$ cat src/rtl/round_sequencer.sv
// -----------------------------------------------------------------------------
// round_sequencer
//
// Sequencing controller placed in front of the Hangman game handler. It turns
// raw keyboard events into clean load/load_x strobes, picks the round's word
// from a free-running counter, filters repeated letters, watches the handler's
// game_state for a win or loss, keeps a saturating win score and holds the
// result for HOLD_CYCLES clocks before going back to idle.
//
// Ports:
//   clk           system clock
//   reset         asynchronous active-high reset
//   key_valid     one-cycle key event pulse
//   key_code      0..25 letter A..Z, 26 start, 27..31 ignored
//   game_state    handler state: 0 START, 1 INGAME, 2 WINGAME, 3 LOSTGAME
//   word_mask     word ROM data; valid one cycle after word_idx changes
//   word_idx      word ROM address
//   mask          registered word mask for the handler
//   load          one-cycle load strobe to the handler (registered)
//   load_x        key code accompanying load, 0 whenever load is low
//   used_letters  letters already issued this round
//   score         rounds won since reset, saturating at 255
//   busy          high whenever the sequencer is not idle
//   round_done    one-cycle pulse when the result hold expires
// -----------------------------------------------------------------------------
module round_sequencer #(
    parameter int WORD_COUNT  = 16,
    parameter int IDX_W       = 4,
    parameter int HOLD_CYCLES = 100
) (
    input  logic             clk,
    input  logic             reset,
    input  logic             key_valid,
    input  logic [4:0]       key_code,
    input  logic [1:0]       game_state,
    input  logic [25:0]      word_mask,
    output logic [IDX_W-1:0] word_idx,
    output logic [25:0]      mask,
    output logic             load,
    output logic [4:0]       load_x,
    output logic [25:0]      used_letters,
    output logic [7:0]       score,
    output logic             busy,
    output logic             round_done
);

    localparam int HOLD_W = (HOLD_CYCLES > 1) ? $clog2(HOLD_CYCLES) : 1;
    localparam logic [HOLD_W-1:0] HOLD_LAST = HOLD_W'(HOLD_CYCLES - 1);
    localparam logic [IDX_W-1:0]  FREE_LAST = IDX_W'(WORD_COUNT - 1);
    localparam logic [4:0]        KEY_START = 5'd26;

    typedef enum logic [2:0] {
        S_IDLE,
        S_SELECT,
        S_ARM,
        S_PLAY,
        S_ISSUE,
        S_WAIT,
        S_HOLD
    } state_t;

    state_t            state_q, state_d;
    logic [IDX_W-1:0]  free_q, free_d;
    logic [IDX_W-1:0]  word_idx_q, word_idx_d;
    logic [25:0]       mask_q, mask_d;
    logic [25:0]       used_q, used_d;
    logic [7:0]        score_q, score_d;
    logic [4:0]        letter_q, letter_d;
    logic [HOLD_W-1:0] hold_q, hold_d;
    logic              load_q, load_d;
    logic [4:0]        load_x_q, load_x_d;
    logic              done_q, done_d;

    always_ff @(posedge clk or posedge reset) begin
        if (reset) begin
            state_q    <= S_IDLE;
            free_q     <= '0;
            word_idx_q <= '0;
            mask_q     <= '0;
            used_q     <= '0;
            score_q    <= '0;
            letter_q   <= '0;
            hold_q     <= '0;
            load_q     <= 1'b0;
            load_x_q   <= '0;
            done_q     <= 1'b0;
        end else begin
            state_q    <= state_d;
            free_q     <= free_d;
            word_idx_q <= word_idx_d;
            mask_q     <= mask_d;
            used_q     <= used_d;
            score_q    <= score_d;
            letter_q   <= letter_d;
            hold_q     <= hold_d;
            load_q     <= load_d;
            load_x_q   <= load_x_d;
            done_q     <= done_d;
        end
    end

    always_comb begin
        state_d    = state_q;
        free_d     = (free_q == FREE_LAST) ? '0 : free_q + 1'b1;
        word_idx_d = word_idx_q;
        mask_d     = mask_q;
        used_d     = used_q;
        score_d    = score_q;
        letter_d   = letter_q;
        hold_d     = hold_q;
        // Strobes default low so load_x can never leak a stale code.
        load_d     = 1'b0;
        load_x_d   = '0;
        done_d     = 1'b0;

        case (state_q)
            S_IDLE: begin
                if (key_valid && key_code == KEY_START) begin
                    word_idx_d = free_q;
                    state_d    = S_SELECT;
                end
            end
            // One cycle for the ROM to present the new word.
            S_SELECT: state_d = S_ARM;
            S_ARM: begin
                mask_d   = word_mask;
                used_d   = '0;
                load_d   = 1'b1;
                load_x_d = KEY_START;
                state_d  = S_PLAY;
            end
            S_PLAY: begin
                // Game end outranks any key in the same cycle.
                if (game_state == 2'd2) begin
                    score_d = (score_q == 8'hFF) ? score_q : score_q + 8'd1;
                    hold_d  = '0;
                    state_d = S_HOLD;
                end else if (game_state == 2'd3) begin
                    hold_d  = '0;
                    state_d = S_HOLD;
                end else if (key_valid && key_code <= 5'd25 && !used_q[key_code]) begin
                    used_d[key_code] = 1'b1;
                    letter_d         = key_code;
                    state_d          = S_ISSUE;
                end
            end
            S_ISSUE: begin
                load_d   = 1'b1;
                load_x_d = letter_q;
                state_d  = S_WAIT;
            end
            // Settle cycle for the handler; keys here are lost by design.
            S_WAIT: state_d = S_PLAY;
            S_HOLD: begin
                if (hold_q == HOLD_LAST) begin
                    done_d  = 1'b1;
                    hold_d  = '0;
                    state_d = S_IDLE;
                end else begin
                    hold_d = hold_q + 1'b1;
                end
            end
            default: state_d = S_IDLE;
        endcase
    end

    assign word_idx     = word_idx_q;
    assign mask         = mask_q;
    assign load         = load_q;
    assign load_x       = load_x_q;
    assign used_letters = used_q;
    assign score        = score_q;
    assign busy         = (state_q != S_IDLE);
    assign round_done   = done_q;

endmodule

$ cat config.mk
export PLATFORM = sky130hd
export DESIGN_NAME = round_sequencer
export DESIGN_NICKNAME = d
export VERILOG_FILES = /design/src/rtl/round_sequencer.sv
export SDC_FILE = /design/constraint.sdc
export NUM_CORES = 1
export LEC_CHECK = 0
export BUFFER_PORTS_ARGS = -buffer_cell sky130_fd_sc_hd__clkbuf_2
export CAP_MARGIN = 30
export CORE_ASPECT_RATIO = 2
export CORE_UTILIZATION = 47
export CTS_CLUSTER_SIZE = 24
export DETAILED_ROUTE_END_ITERATION = 10
export GPL_TIMING_DRIVEN = 0
export PLACE_DENSITY = 0.75
export SLEW_MARGIN = 5
export SYNTH_ARGS = -nofsm -noshare
export SYNTH_HDL_FRONTEND = slang
export SYNTH_SLANG_ARGS = --single-unit
$ cat constraint.sdc
create_clock -name clk -period 2.8 [get_ports clk]
set_input_delay 0.42 -clock clk [delete_from_list [all_inputs] [get_ports clk]]
set_output_delay 0.42 -clock clk [all_outputs]
set_load 0.05 [all_outputs]
* Yosys cells after proc, flatten, opt, wreduce, memory -nomap -nowiden *
Index checks and enable logic that the tools add are counted.

storage, ports and cells
  register bits = 90

cells by class
  add/sub/neg operators = 3
  magnitude comparators = 3
  equal/unequal tests = 19
  muxes and demuxes = 23
  bitwise logic cells = 4
  reduce and logical (&&, ||, !) cells = 17

operators with widths
  cell                 count
  $mux 26              3
  $pmux 26 s2          1
  $or 26x26->26        1
  $mux 7               3
  $pmux 3 s6           1
  $mux 3               5
  $pmux 7 s2           1
  $ne 2x2->1 const B   5
  $pmux 5 s2           1
  $eq 3x3->1 const B   3
  $add 8x1->8 const B  1
  $eq 8x8->1 const B   1
  $reduce_and 4->1     2
  $add 7x1->7 const B  1
  $eq 7x7->1 const B   1
  $eq 3x2->1 const B   2
  $lt 5x6->1 const B   1
  $reduce_and 3->1     2
  $bmux 1 s5           1
  $demux 1 s5          1
  $eq 5x5->1 const B   1
  $ge 5x1->1 const B   1
  $le 5x5->1 const B   1
  $mux 1               5
  other kinds (15)     24

* Depth between registers and ports, before layout *
Gate-level depths: netlist of the first run.

  depth in word-level cells = 9
  gate-level depth with buffers = 7

* Least setup slack after synthesis of the first run *
OpenSTA, ideal clock, no wires.

  kind = reg2reg
  start = register used_q[23], in the netlist used_letters[23]
  end = register letter_q[1]
  library setup time = 0.128 ns
  data arrival time = 1.893 ns
  required time = 2.672 ns
  setup slack = 0.780 ns
  cell stages (with the launch flop) = 5
  cells stage by stage = dfrtp_1 > mux4_2 > o21ai_2 > nand4_4 > mux2_1

between the ends
  word-level cells in the longest chain between the ends = 5

RTL lines
  item                          RTL line  text
  start, declared               66        logic [25:0] used_q, used_d;
  start signal, assigned        92        used_q <= used_d;
  $bmux 1 s5                    141       end else if (key_valid && key_code <= 5'd25 && !used_q[key_code]) begin
  $mux 1 (not written as such)  141
  $logic_not 1->1               141
  $logic_and 1x1->1             141
  $reduce_and 4->1 (no line)    n/a
  end signal, assigned          94        letter_q <= letter_d;
  end, declared                 68        logic [4:0] letter_q, letter_d;

Every way passes these cells. The select of a mux whose other input is x is not followed.
A chain may end at the register's enable or synchronous reset.

* Worst setup path after layout of the first run *
  start = register state_q[2]
  end = register used_q[5], in the netlist used_letters[5]

between the ends
  word-level cells in the longest chain between the ends = 3
  elaborated cells between the ends (all ways) = 8
  classes of those cells = eq/ne: 5; mux: 1; reduce/logical: 2

RTL lines
  item                                                       RTL line  text
  start, declared                                            62        state_t state_q, state_d;
  start signal, assigned                                     88        state_q <= state_d;
  $eq 3x2->1                                                 116       case (state_q)
  $ne 2x2->1 (no line) or $reduce_bool 2->1 (tied branches)  n/a
  $reduce_and 4->1 (no line)                                 n/a

Parallel ways exist; a longest one is shown, timed or not.

==> insert_results.sql, run 1 <==
INSERT INTO impl_metrics (metric_group, metric, value, unit) VALUES
('outcome', 'outcome', 'complete, no violations', ''),
('layout', 'antenna-diode-count', '0', ''),
('worst_setup_path', 'worstPathMaxFanout', '10', ''),
('clocking', 'clkTransAtPathRegs', '0.06', 'ns'),
('layout', 'area_of_all_sequential_standard_cells', '2250', 'sq um'),
('synthesis', 'synth.cell_area', '4030', 'sq um'),
('timing', 'post-route-worst-setup-slack', '0.561', 'ns'),
('power', 'cellPowerDensity', '1090', 'nW/um^2'),
('synthesis', 'synth_enable_flop_cells', '0', ''),
('synthesis', 'yosys.area_share.simple', '0.229', ''),
('synthesis', 'largest_cells_by_area_after_synthesis', 'sky130_fd_sc_hd__dfrtp_1, sky130_fd_sc_hd__nand2_1, sky130_fd_sc_hd__o21ai_0', ''),
('clocking', 'clock_tree_from_tritoncts', 'built', ''),
('floorplan', 'die_area', '8960', 'sq um'),
('layout', 'final.fill_count', '717', ''),
('layout', 'post_route_cells_drive_above_1_share', '0.252', ''),
('timing', 'final_period_minus_worst_setup_slack', '2.24', 'ns'),
('global_route', 'maximum_number_of_pins_on_one_net_before_global_route_repair', '69', ''),
('power', 'combinationalPowerShare', '0.427', ''),
('clocking', 'clock_sink_count', '90', ''),
('floorplan', 'dieHeight', '133', 'um'),
('layout', 'area_delta_synth_final', '24.6', '%'),
('place', 'gp_congestion', '0.949', ''),
('timing', 'fin_crit_sh', '0.800', ''),
('worst_setup_path', 'type_of_element_capturing_the_critical_path', 'flip-flop', ''),
('timing', 'transition_at_the_pin_with_the_smallest_max_transition_slack', '0.757', 'ns'),
('route', 'number_of_drc_violations_after_detailed_routing_iteration_0', '171', ''),
('worst_setup_path', 'timing.setup.critical_path_class', 'reg -> reg', ''),
('power', 'p_switching', '2480', 'uW'),
('floorplan', 'die_width', '67.4', 'um'),
('synthesis', 'synth.avg_cell_area', '9.73', 'sq um'),
('global_route', 'antenna_found_initial', '0', ''),
('timing', 'setup_repair_after_global_routing_missed_its_margin', 'no', ''),
('synthesis', 'synthCells', '414', ''),
('place', 'dp_slack', '0.349', 'ns'),
('synthesis', 'synthMuxAreaShare', '0.0640', ''),
('synthesis', 'async_flop_share', '1.00', ''),
('synthesis', 'synthDistinctLibCells', '48', ''),
('timing', 'slew_headroom', '0.490', ''),
('power', 'swShare', '0.454', ''),
('power', 'power.ir.vdd_worst', '0.674', 'mV'),
('worst_setup_path', 'worst-endpoint-required', '3.04', 'ns'),
('layout', 'multi_input_comb_area', '1660', 'sq um'),
('global_route', 'grt_util_all_layers', '0.240', ''),
('synthesis', 'synth_compound_gate_area_share', '0.0926', ''),
('power', 'p_int', '2980', 'uW'),
('clocking', 'cts_hold_fix_bufs', '0', ''),
('layout', 'commonest_non_fill_non_tap_cells_in_the_layout', 'sky130_fd_sc_hd__nand2_1, sky130_fd_sc_hd__clkbuf_2, sky130_fd_sc_hd__dfrtp_1', ''),
('route', 'antenna_left', '0', ''),
('power', 'share_clk_of_total_power', '0.234', ''),
('synthesis', 'synth-seq-area-share', '0.559', ''),
('timing', 'drv_slew', '0', ''),
('synthesis', 'yosys_register_bits', '90', ''),
('route', 'routed_wire_length_per_instance', '15.7', 'um'),
('synthesis', 'syn_nets', '453', ''),
('place', 'io_buffer_count', '104', ''),
('route', 'drt-pass1-iter-count', '5', ''),
('timing', 'fin_worst_skew', '0.00659', 'ns'),
('synthesis', 'synth.yosys.warnings', '0', ''),
('synthesis', 'synth-main-ff-cell', 'sky130_fd_sc_hd__dfrtp_1', ''),
('clocking', 'cts_inserted_buffers', '9', ''),
('route', 'detail_route.vias_per_cell', '5.48', ''),
('floorplan', 'row_count', '47', ''),
('layout', 'final_nets', '569', ''),
('floorplan', 'ioPinCount', '108', ''),
('clocking', 'cts_root_buffer', 'sky130_fd_sc_hd__clkbuf_16', ''),
('global_route', 'vias_in_the_first_global_route', '3519', ''),
('clocking', 'postCtsSetupRepairBufs', '0', ''),
('place', 'placed_cells', '617', ''),
('clocking', 'clock_tree.htree_level_count', '3', ''),
('route', 'detail_route.drc_violations', '0', ''),
('synthesis', 'synth-adder-area-share', '0.00932', '');
## state kept, by name, summed over array words and instances, names as in the netlist
name / count
free_q: 4
hold_q: 7
letter_q: 5
load: 1
load_x: 5
mask: 26
round_done: 1
score: 8
state_q: 3
used_letters: 26
word_idx: 4
## synth_stat cells, types with 2 or more instances
library cell               number
sky130_fd_sc_hd__nand4_1        7
sky130_fd_sc_hd__nand2b_1       5
sky130_fd_sc_hd__xor2_1         3
sky130_fd_sc_hd__mux2_2         6
sky130_fd_sc_hd__and3b_1        2
sky130_fd_sc_hd__and3_1         7
sky130_fd_sc_hd__o21ai_1        2
sky130_fd_sc_hd__nor2_1        22
sky130_fd_sc_hd__mux2_1         4
sky130_fd_sc_hd__dfrtp_1       90
sky130_fd_sc_hd__nand3b_1       3
sky130_fd_sc_hd__o21ai_0       31
sky130_fd_sc_hd__nand2_1      115
sky130_fd_sc_hd__nor3_1         4
sky130_fd_sc_hd__nor4_1         2
sky130_fd_sc_hd__or3_1          5
sky130_fd_sc_hd__a21oi_1       13
sky130_fd_sc_hd__clkbuf_1      18
sky130_fd_sc_hd__mux2i_1       10
sky130_fd_sc_hd__inv_1          9
sky130_fd_sc_hd__nor2b_1        7
sky130_fd_sc_hd__xnor2_1        5
sky130_fd_sc_hd__mux4_2         2
sky130_fd_sc_hd__ha_1           3
sky130_fd_sc_hd__nand3_1       14
sky130_fd_sc_hd__o31ai_1        3
## layout make-up
type | instances | area share
Clock buffer | 9 | 0.0449
Multi-Input combinational cell | 295 | 0.331
Inverter | 9 | 0.00723
Timing Repair Buffer | 105 | 0.109
Buffer | 20 | 0.0160
Clock inverter | 7 | 0.0185
Sequential cell | 90 | 0.449
Tap cell | 98 | 0.0244
## stage by stage
| stage | power [uW] | area (sq um) | setup TNS (ns) | utilization | hold slack [ns] |
|---|---|---|---|---|---|
| finish | 5450 | 5020 | 0 | 0.605 | 0.0347 |
| global route | 5760 | 5020 | 0 | 0.605 | 0.0558 |
| CTS | 5500 | 5020 | 0 | 0.605 | 0.0400 |
| detailed placement | 4210 | 4700 | 0 | 0.567 | 0.395 |
| global placement | 4140 | 4670 | -80.63 | 0.563 | 0.459 |
| floorplan | 3610 | 4030 | 0 | - | 0.437 |
## cell families after synthesis
group | count (synthesis)
and+or+nand+nor | 200
DFF | 90
AOI/OAI and AO/OA | 62
buffers and inverters | 29
muxes | 22
xor gates and xnor gates | 8
adders and majority gates | 3
## power by group through the flow
| stage | combinational [uW] | clock [uW] | sequential, uW |
|---|---|---|---|
| 6_report | 2330 | 1270 | 1850 |
| 5_1_grt | 2520 | 1350 | 1890 |
| 4_1_cts | 2350 | 1300 | 1850 |
| 3_5_place_dp | 2340 | 0 | 1870 |
| 3_3_place_gp | 2280 | 0 | 1860 |
| 2_1_floorplan | 863 | 0 | 2750 |
## routing by layer
layer	GRT usage	wire, um	vias to the layer above
met5	0	0	-
met4	0.141	391	0
met3	0.0491	448	31
met2	0.410	5440	101
met1	0.263	3650	1697
li1	-	-	1641
## critical path: stages, from the launching register on
cell                       delay, ns
sky130_fd_sc_hd__dfrtp_1        0.40
sky130_fd_sc_hd__clkbuf_1       0.21
sky130_fd_sc_hd__nor3b_1        0.58
sky130_fd_sc_hd__and4b_1        0.28
sky130_fd_sc_hd__nand4_1        0.38
sky130_fd_sc_hd__o21ai_0        0.31
## final timing paths
kind	start	to	slack, ns	depth (start not counted)
max in group asynchronous	reset	score[7]$_DFFE_PP0P_	2.14	3
min in group clk	word_mask[20]	mask[20]$_DFFE_PP0P_	0.28	3
worst min register to register	mask[19]$_DFFE_PP0P_	mask[19]$_DFFE_PP0P_	0.48	2
worst max-delay path	state_q[2]$_DFFE_PP0P_	used_letters[5]$_DFFE_PP0P_	0.56	5
worst max register to register	state_q[2]$_DFFE_PP0P_	used_letters[5]$_DFFE_PP0P_	0.56	5
worst min-delay path	reset	mask[20]$_DFFE_PP0P_	0.03	2
(Power assumes the default switching activity.)
==> run 2, diff against run 1 <==
clock period = 1.9 ns   (was 2.8 ns; I/O delays follow)
==> insert_results.sql, run 2 (synthesized netlist as in run 1, its figures left out) <==
INSERT INTO impl_metrics (metric_group, metric, value, unit) VALUES
('place', 'io_buffer_count', '104', ''),
('clocking', 'insertion_delay', '0.33', 'ns'),
('global_route', 'antenna_found_initial', '0', ''),
('power', 'power.ir.vdd_worst', '1.09', 'mV'),
('worst_setup_path', 'worstPathMaxFanout', '6', ''),
('route', 'antenna_left', '0', ''),
('global_route', 'grt_pass1_wl', '16500', 'um'),
('floorplan', 'row_count', '47', ''),
('place', 'dpl_cell_area', '4750', 'sq um'),
('floorplan', 'start_util', '0.486', ''),
('timing', 'fin_crit_sh', '0.971', ''),
('worst_setup_path', 'cpPeakStageDelay', '0.50', 'ns'),
('layout', 'fin_cells', '642', ''),
('floorplan', 'ioPinCount', '108', ''),
('power', 'p_int', '4490', 'uW'),
('global_route', 'vias_in_the_first_global_route', '3499', ''),
('layout', 'final.fill_count', '677', ''),
('worst_setup_path', 'total_buffers_and_inverters_traversed_by_the_critical_path', '0', ''),
('timing', 'slew_headroom', '0.685', ''),
('floorplan', 'standard_cell_core_area', '8290', 'sq um'),
('clocking', 'clock_tree_from_tritoncts', 'built', ''),
('power', 'swShare', '0.453', ''),
('power', 'share_clk_of_total_power', '0.230', ''),
('layout', 'final_core_utilization', '0.625', ''),
('floorplan', 'die_width', '67.4', 'um'),
('clocking', 'cts_root_buffer', 'sky130_fd_sc_hd__clkbuf_16', ''),
('place', 'placed_cells', '618', ''),
('clocking', 'clock_tree.htree_level_count', '3', ''),
('power', 'p_switching', '3710', 'uW'),
('timing', 'fin_worst_skew', '0.00542', 'ns'),
('power', 'power.share.sequential', '0.335', ''),
('route', 'vias', '3502', ''),
('route', 'routed_wire_length_per_instance', '15.8', 'um'),
('place', 'gp_congestion', '0.902', ''),
('worst_setup_path', 'startpoint_type', 'flip-flop', ''),
('timing', 'hold-worst-slack', '0.140', 'ns'),
('layout', 'layout_commonest_cell', 'sky130_fd_sc_hd__nand2_1', ''),
('worst_setup_path', 'cp_cell_instances', 'mux4_2 > o21ai_4 > nand4_4 > mux2_4', ''),
('route', 'drt-pass1-iter-count', '4', ''),
('layout', 'commonest_non_fill_non_tap_cells_in_the_layout', 'sky130_fd_sc_hd__nand2_1, sky130_fd_sc_hd__clkbuf_2, sky130_fd_sc_hd__dfrtp_1', ''),
('route', 'detail_route.vias_per_cell', '5.45', ''),
('global_route', 'maximum_number_of_pins_on_one_net_before_global_route_repair', '42', ''),
('clocking', 'cts_inserted_buffers', '9', ''),
('timing', 'report.final.hold_viol_count', '0', ''),
('clocking', 'cts_buffer_depth', '2', ''),
('worst_setup_path', 'cp_top_family', 'multiplexers', ''),
('timing', 'transition_at_the_pin_with_the_smallest_max_transition_slack', '0.469', 'ns'),
('worst_setup_path', 'worst-endpoint-required', '2.12', 'ns'),
('layout', 'antenna-diode-count', '0', ''),
('job', 'maxCapViolations', '0', ''),
('power', 'cellLeakagePower', '0.00261', 'uW'),
('outcome', 'outcome', 'complete, no violations', ''),
('timing', 'f_max', '0.542', 'GHz'),
('layout', 'area_delta_synth_final', '28.8', '%'),
('route', 'wirelength', '10100', 'um'),
('power', 'combinationalPowerShare', '0.435', ''),
('global_route', 'grt_util_all_layers', '0.246', ''),
('worst_setup_path', 'type_of_element_capturing_the_critical_path', 'flip-flop', ''),
('layout', 'final_area', '5180', 'sq um'),
('floorplan', 'dieHeight', '133', 'um'),
('timing', 'setup_repair_after_global_routing_missed_its_margin', 'yes', ''),
('worst_setup_path', 'timing.setup.critical_path_class', 'reg -> reg', ''),
('layout', 'final_nets', '578', ''),
('layout', 'post_route_cells_drive_above_1_share', '0.324', ''),
('timing', 'drv_slew', '0', ''),
('worst_setup_path', 'critical_path.slowest_cell', 'sky130_fd_sc_hd__mux4_2', ''),
('power', 'cellPowerDensity', '1580', 'nW/um^2'),
('route', 'detail_route.drc_violations', '0', ''),
('min_path', 'hold_path_class', 'in -> reg', ''),
('timing', 'setup-violations-final', '0', ''),
('place', 'detailedPlacementHpwl', '7520', 'um'),
('worst_setup_path', 'worst-endpoint-arrival', '2.07', 'ns'),
('timing', 'final_period_minus_worst_setup_slack', '1.85', 'ns'),
('timing', 'final_layout_setup_total_negative_slack', '0', 'ns'),
('clocking', 'clkTransAtPathRegs', '0.06', 'ns'),
('route', 'number_of_drc_violations_after_detailed_routing_iteration_0', '270', ''),
('global_route', 'global_route.overflow_total', '0', ''),
('floorplan', 'die_area', '8960', 'sq um'),
('clocking', 'clock_sink_count', '90', '');
[run 2: cell types whose count changed in the layout (fill, tap and decap cells not counted), moves of 3 or more]
cell	previous run	this run
sky130_fd_sc_hd__clkbuf_1	18	8
sky130_fd_sc_hd__dfrtp_1	90	78
sky130_fd_sc_hd__mux2_1	4	0
sky130_fd_sc_hd__mux2_4	0	4
sky130_fd_sc_hd__dfrtp_2	0	12
sky130_fd_sc_hd__clkbuf_2	104	111
sky130_fd_sc_hd__clkinvlp_4	0	3
sky130_fd_sc_hd__buf_4	1	7
[run 2: what timing repair did]
| item | in CTS | in global routing |
|---|---|---|
| gates resized for setup | 10 | 20 |
| cloned | 0 | 0 |
| hold buffers | 1 | 0 |
| hold endpoints to repair | 9 | 0 |
| buffers inserted | 4 | 3 |
| setup endpoints to repair | 62 | 38 |
| pin swaps | 4 | 5 |
[run 2: worst reg2reg max path: cells and delay by family, from the launching register on]
kind,cells,cell delay (ns)
AND/OR/NAND/NOR,1,0.20
multiplexers,2,0.84
AO/OA/AOI/OAI,1,0.28
flip-flops,1,0.42
[run 2: final timing paths]
check                                                   from                           end  slack [ns]  depth (start not counted)
max in group asynchronous                              reset  used_letters[16]$_DFFE_PP0P_        0.95                          4
worst min-delay path                            word_mask[3]           mask[3]$_DFFE_PP0P_        0.14                          3
worst max-delay path            used_letters[23]$_DFFE_PP0P_       letter_q[1]$_DFFE_PP0P_        0.05                          4
worst min register to register          mask[22]$_DFFE_PP0P_          mask[22]$_DFFE_PP0P_        0.48                          2
worst max register to register  used_letters[23]$_DFFE_PP0P_       letter_q[1]$_DFFE_PP0P_        0.05                          4
min in group asynchronous                              reset          mask[23]$_DFFE_PP0P_        0.45                          3
[run 2: final cells by class]
type / count / area, sq um / share of cell area
timing repair buffer: 114 / 623 / 0.120
clock buffer: 9 / 225 / 0.0434
clock inverter: 7 / 93.8 / 0.0181
inverter: 9 / 37.5 / 0.00724
sequential: 90 / 2270 / 0.437
tap: 98 / 123 / 0.0236
multi-input combinational: 295 / 1720 / 0.333
buffer: 20 / 91.3 / 0.0176
[run 2: stage by stage]
stage,power [uW],setup slack [ns]
4_1_cts,8190,0.0235
5_1_grt,8650,-0.00691
3_5_place_dp,6250,-0.396
2_1_floorplan,5350,-0.0299
3_3_place_gp,6130,-0.406
6_report,8200,0.0548
[run 2: metal layers]
metal | global-route usage | share of wire
met4 | 0.104 | 0.027
met1 | 0.264 | 0.36
met5 | 0 | 0
met3 | 0.0560 | 0.049
met2 | 0.441 | 0.56
[run 2: power by group through the flow]
stage	Sequential [uW]	Clock, uW	Combinational, uW
floorplan	4050	0	1300
global placement	2740	0	3380
detailed placement	2760	0	3500
CTS	2740	1920	3530
global route	2810	2010	3840
finish	2740	1890	3570
